## config.mk

```make
export PLATFORM = sky130hd
export DESIGN_NAME = dq_bank_reader
export DESIGN_NICKNAME = d
export VERILOG_FILES = /design/src/rtl/dq_pkg.sv /design/src/rtl/dq_word_bank.sv /design/src/rtl/dq_bank_reader.sv
export SDC_FILE = /design/constraint.sdc
export NUM_CORES = 1
export LEC_CHECK = 0
export ABC_AREA = 1
export BUFFER_PORTS_ARGS = -buffer_cell sky130_fd_sc_hd__buf_4
export CELL_PAD_IN_SITES_DETAIL_PLACEMENT = 0
export CELL_PAD_IN_SITES_GLOBAL_PLACEMENT = 1
export CORE_ASPECT_RATIO = 2
export CORE_MARGIN = 2
export CORE_UTILIZATION = 44
export CTS_BUF_LIST = sky130_fd_sc_hd__clkbuf_16
export CTS_CLUSTER_DIAMETER = 100
export DETAILED_ROUTE_END_ITERATION = 10
export GPL_TIMING_DRIVEN = 0
export HOLD_SLACK_MARGIN = 0.03
export PLACE_DENSITY = 0.79
export SYNTH_ARGS = -nofsm -noshare
export SYNTH_HDL_FRONTEND = slang
export SYNTH_SLANG_ARGS = --single-unit
```

## constraint.sdc

```tcl
create_clock -name clk -period 3.1 [get_ports clk]
set_clock_uncertainty 0.1 [all_clocks]
set_input_delay 0.155 -clock clk [delete_from_list [all_inputs] [get_ports clk]]
set_output_delay 0.155 -clock clk [all_outputs]
set_load 0.02 [all_outputs]
```

## src/rtl/dq_pkg.sv

```systemverilog
// dq_pkg: shared FSM state type and default geometry for the DQ bank reader.
package dq_pkg;
    typedef enum logic [1:0] {IDLE, STREAM, DONE} state_t;
    localparam int DQ_WIDTH = 4;
    localparam int DQ_DEPTH = 16;
endpackage

```

## src/rtl/dq_word_bank.sv

```systemverilog
// dq_word_bank: word storage with async clear, clocked write port and combinational read mux.
module dq_word_bank
    import dq_pkg::*;
#(
    parameter int WIDTH = DQ_WIDTH,
    parameter int DEPTH = DQ_DEPTH,
    localparam int AW = $clog2(DEPTH)
) (
    input  logic             clk,
    input  logic             rst,
    input  logic             wr_en,
    input  logic [AW-1:0]    wr_addr,
    input  logic [WIDTH-1:0] wr_data,
    input  logic [AW-1:0]    rd_addr,
    output logic [WIDTH-1:0] rd_data
);
    logic [WIDTH-1:0] mem [DEPTH];

    always_ff @(posedge clk or posedge rst) begin
        if (rst) begin
            for (int i = 0; i < DEPTH; i++) mem[i] <= '0;
        end else if (wr_en) begin
            mem[wr_addr] <= wr_data;
        end
    end

    // Read is taken before the edge, so a same-cycle write is seen only by later fetches.
    assign rd_data = mem[rd_addr];
endmodule

```

## src/rtl/dq_bank_reader.sv

```systemverilog
// dq_bank_reader: streams a contiguous, wrapping address range of the word bank
// through a valid/ready port after a single rd_start command.
module dq_bank_reader
    import dq_pkg::*;
#(
    parameter int WIDTH = DQ_WIDTH,
    parameter int DEPTH = DQ_DEPTH,
    localparam int AW = $clog2(DEPTH)
) (
    input  logic             clk,
    input  logic             rst,
    input  logic             wr_en,
    input  logic [AW-1:0]    wr_addr,
    input  logic [WIDTH-1:0] wr_data,
    input  logic             rd_start,
    input  logic [AW-1:0]    rd_addr,
    input  logic [AW:0]      rd_len,
    output logic             rd_busy,
    output logic [WIDTH-1:0] out_data,
    output logic             out_valid,
    input  logic             out_ready,
    output logic             rd_done
);
    state_t           state;
    logic [AW-1:0]    cur_addr;
    logic [AW:0]      remaining;
    logic [AW-1:0]    fetch_addr;
    logic [WIDTH-1:0] fetch_data;
    logic             hs;

    dq_word_bank #(.WIDTH(WIDTH), .DEPTH(DEPTH)) u_bank (
        .clk     (clk),
        .rst     (rst),
        .wr_en   (wr_en),
        .wr_addr (wr_addr),
        .wr_data (wr_data),
        .rd_addr (fetch_addr),
        .rd_data (fetch_data)
    );

    // cur_addr tracks the word currently presented; the next fetch is one past it.
    assign fetch_addr = (state == IDLE) ? rd_addr : cur_addr + 1'b1;
    assign hs = out_valid && out_ready;

    always_ff @(posedge clk or posedge rst) begin
        if (rst) begin
            state     <= IDLE;
            cur_addr  <= '0;
            remaining <= '0;
            out_data  <= '0;
            out_valid <= 1'b0;
            rd_busy   <= 1'b0;
            rd_done   <= 1'b0;
        end else begin
            case (state)
                IDLE: if (rd_start) begin
                    if (rd_len != '0) begin
                        cur_addr  <= rd_addr;
                        remaining <= rd_len;
                        out_data  <= fetch_data;
                        out_valid <= 1'b1;
                        rd_busy   <= 1'b1;
                        state     <= STREAM;
                    end else begin
                        rd_done <= 1'b1;
                        state   <= DONE;
                    end
                end
                STREAM: if (hs) begin
                    if (remaining == (AW+1)'(1)) begin
                        out_valid <= 1'b0;
                        rd_busy   <= 1'b0;
                        rd_done   <= 1'b1;
                        state     <= DONE;
                    end else begin
                        cur_addr  <= fetch_addr;
                        out_data  <= fetch_data;
                        remaining <= remaining - 1'b1;
                    end
                end
                DONE: begin
                    rd_done <= 1'b0;
                    state   <= IDLE;
                end
                default: state <= IDLE;
            endcase
        end
    end
endmodule

```

==> results.toml <==
[pwr]
intPower_mw = 2.73
combPwrFrac_pct = 43.9
powerDensity_nw_per_um2 = 936
swShare_pct = 41.0
total_power_mw = 4.63
netSwitchingPower_mw = 1.90
vdd_drop_max_v = 0.000400
clock_power_share_pct = 24.2
leakage_nw = 2.52
seq_power_share_pct = 31.9

[setup_path]
worstSetupStartpointType = "flip-flop"
cpMostUsedCell = "nand2_1"
slowest_stage = "dfrtp_1"
critPathMaxFanout = 10
crit_type = "flip-flop to flip-flop"
required_ps = 3230
crit_path_end_kind = "flip-flop"
crit_path_cell_trace = "nor2_4 -> nand2_1 -> nand2_2 -> buf_2 -> nand2_1 -> nand3_1 -> nand3_1 -> nand3_1 -> nand2_1 -> nand2_1 -> nand2_1"
crit_arrival_ps = 2350
max_stage_delay_ps = 460

[sta]
tightest_slew_ps = 980
fmaxAchievable_mhz = 449
slew_headroom_pct = 34.2
setup_slack_ps = 874
rsz0062_at_grt = "no"
hold_violations = 0
timing.setup.tns_ps = 0
period_minus_slack_ps = 2230
whs_ps = 36.5
finalSetupViolCount = 0
fin_crit_sh_pct = 71.8
slew_violations = 0

[die]
rows = 50
start_util_pct = 45.2
die_w_um = 73.2
io_pins = 29
coreArea_um2 = 9320
dieArea_um2 = 10400
die_h_um = 142

[synth]
yosysSeqAreaShare_pct = 48.1
syn-num-nets = 594
yosysMostFrequentCell = "nand2_1"
synth_area_leaders = "dfrtp_1 48%, nand2_1 15%, nand3_1 10%, o21ai_0 9.6%, inv_1 7.8%"
synth_area_um2 = 4220
synth_top_area_share_pct = 48.1
synthFlopType = "dfrtp_1"
yosysTopAreaCell = "dfrtp_1"
synth_common_cells = "173 x nand2_1, 88 x inv_1, 85 x nand3_1, 81 x dfrtp_1, 81 x o21ai_0"
synth_area_per_cell_um2 = 7.41
yosysWarnings = 0
async_reset_ff_share_pct = 100
synthCells = 569
synthDistinctLibCells = 26
synth-edff-count = 0
synth-seq-cells = 81

[cts]
cts.sinks = 81
clkLatencyLatePin_ps = 340
cts_max_level = 3
max-clock-path-buffers = 2
cts_hold_buf = 5
ctsResizeCount = 0
clk_pin_slew_ps = 60
cts_root_buffer = "clkbuf_16"
cts_buffers = 9
cts_tree = "built"
cts_setup_buffers = 0

[cells_and_area]
instances_no_fill = 722
synthToLayoutAreaGrowth_pct = 17.3
finalNetCount = 639
diodes = 0
drive_above_1_share_pct = 11.5
fin_area_um2 = 4950
final_core_util_pct = 53.1

[grt]
antenna_found_initial = 0
grt_max_degree = 62
grt_pass1_vias = 3800
grt.overflow.total = 0
grt_pass1_wl_um = 18800
grt_usage_pct = 23.9

[placement]
placed_cell_area_um2 = 4590
dp_hpwl_um = 8430
gp_congestion = 0.884
dpl_worst_slack_ps = 903
port_buffers = 28
dp_cells = 702

[drt]
wire_per_inst_um = 15.7
drt_first_pass_iters = 5
wl_um = 11300
num_vias = 3781
drtAntennaViolNets = 0
vias_per_cell = 5.24
drc_errors = 0
drt_iter0_drc = 251

[worst_hold_path]
hold_path.class = "primary input to flip-flop"

[run]
drv_cap = 0

[outcome]
status = "complete, no violations"
[critical path, delay by kind of cell, from the launching register on]
kind | cells | cell delay, ps
buf+inv | 1 | 240
flops | 1 | 460
simple gates | 10 | 1300
[power groups by stage]
stage                     combinational [mW]  clock, mW  sequential, mW
after detailed placement                2.01          0            1.50
after global placement                  2.00          0            1.49
after CTS                               2.03       1.13            1.48
final                                   2.03       1.12            1.48
after global routing                    2.27       1.17            1.51
after floorplan                         1.40          0            1.49
[flip-flops by register name, indices dropped and copies added (netlist names)]
register	count
remaining	5
rd_done	1
state	2
cur_addr	4
out_valid	1
out_data	4
u_bank.mem	64
[final timing paths]
check                      slack [ps]     endpoint  cells past startpoint   startpoint
min in group asynchronous         220     state[0]                      3          rst
max reg2reg                       870  out_data[2]                     11     state[0]
max in group asynchronous        2070  cur_addr[1]                      4          rst
max                               870  out_data[2]                     11     state[0]
min                                40     state[0]                      3     rd_start
min reg2reg                       380  out_data[1]                      2  out_data[1]
[placed cells by master, fill, tap and decap left out, drive strengths merged, types with 2 or more instances in the layout]
cell / n
nand2: 178
inv: 93
o21ai: 86
nand3: 85
dfrtp: 81
buf: 38
clkbuf: 15
nor2: 12
nor3: 6
dlygate4sd3: 5
a21oi: 3
ha: 3
xnor2: 2
clkinvlp: 2
bufinv: 2
clkinv: 2
[cell families after synthesis]
logic type      share of synthesized area, %
compound gates                          11.3
simple gates                            28.9
flops                                   48.1
xor+xnor                               0.623
buf+inv                                 10.2
fa+ha+maj                              0.890
[cell type report]
type / count / area [µm²]
timing repair buffer: 34 / 288
fill: 944 / 4380
inverter: 93 / 352
sequential: 81 / 2030
clock inverter: 6 / 83.8
multi-input combinational: 380 / 1760
tap: 104 / 130
buffer: 15 / 80.1
clock buffer: 9 / 225
[metal layers]
metal | vias up | wire [µm] | GRT usage [%]
li1 | 1892 | - | -
met1 | 1782 | 4370 | 27.0
met2 | 76 | 6080 | 42.1
met3 | 31 | 337 | 3.12
met4 | 0 | 529 | 13.2
met5 | - | 0 | 0
Note: power is estimated with default switching activity, not from simulation.
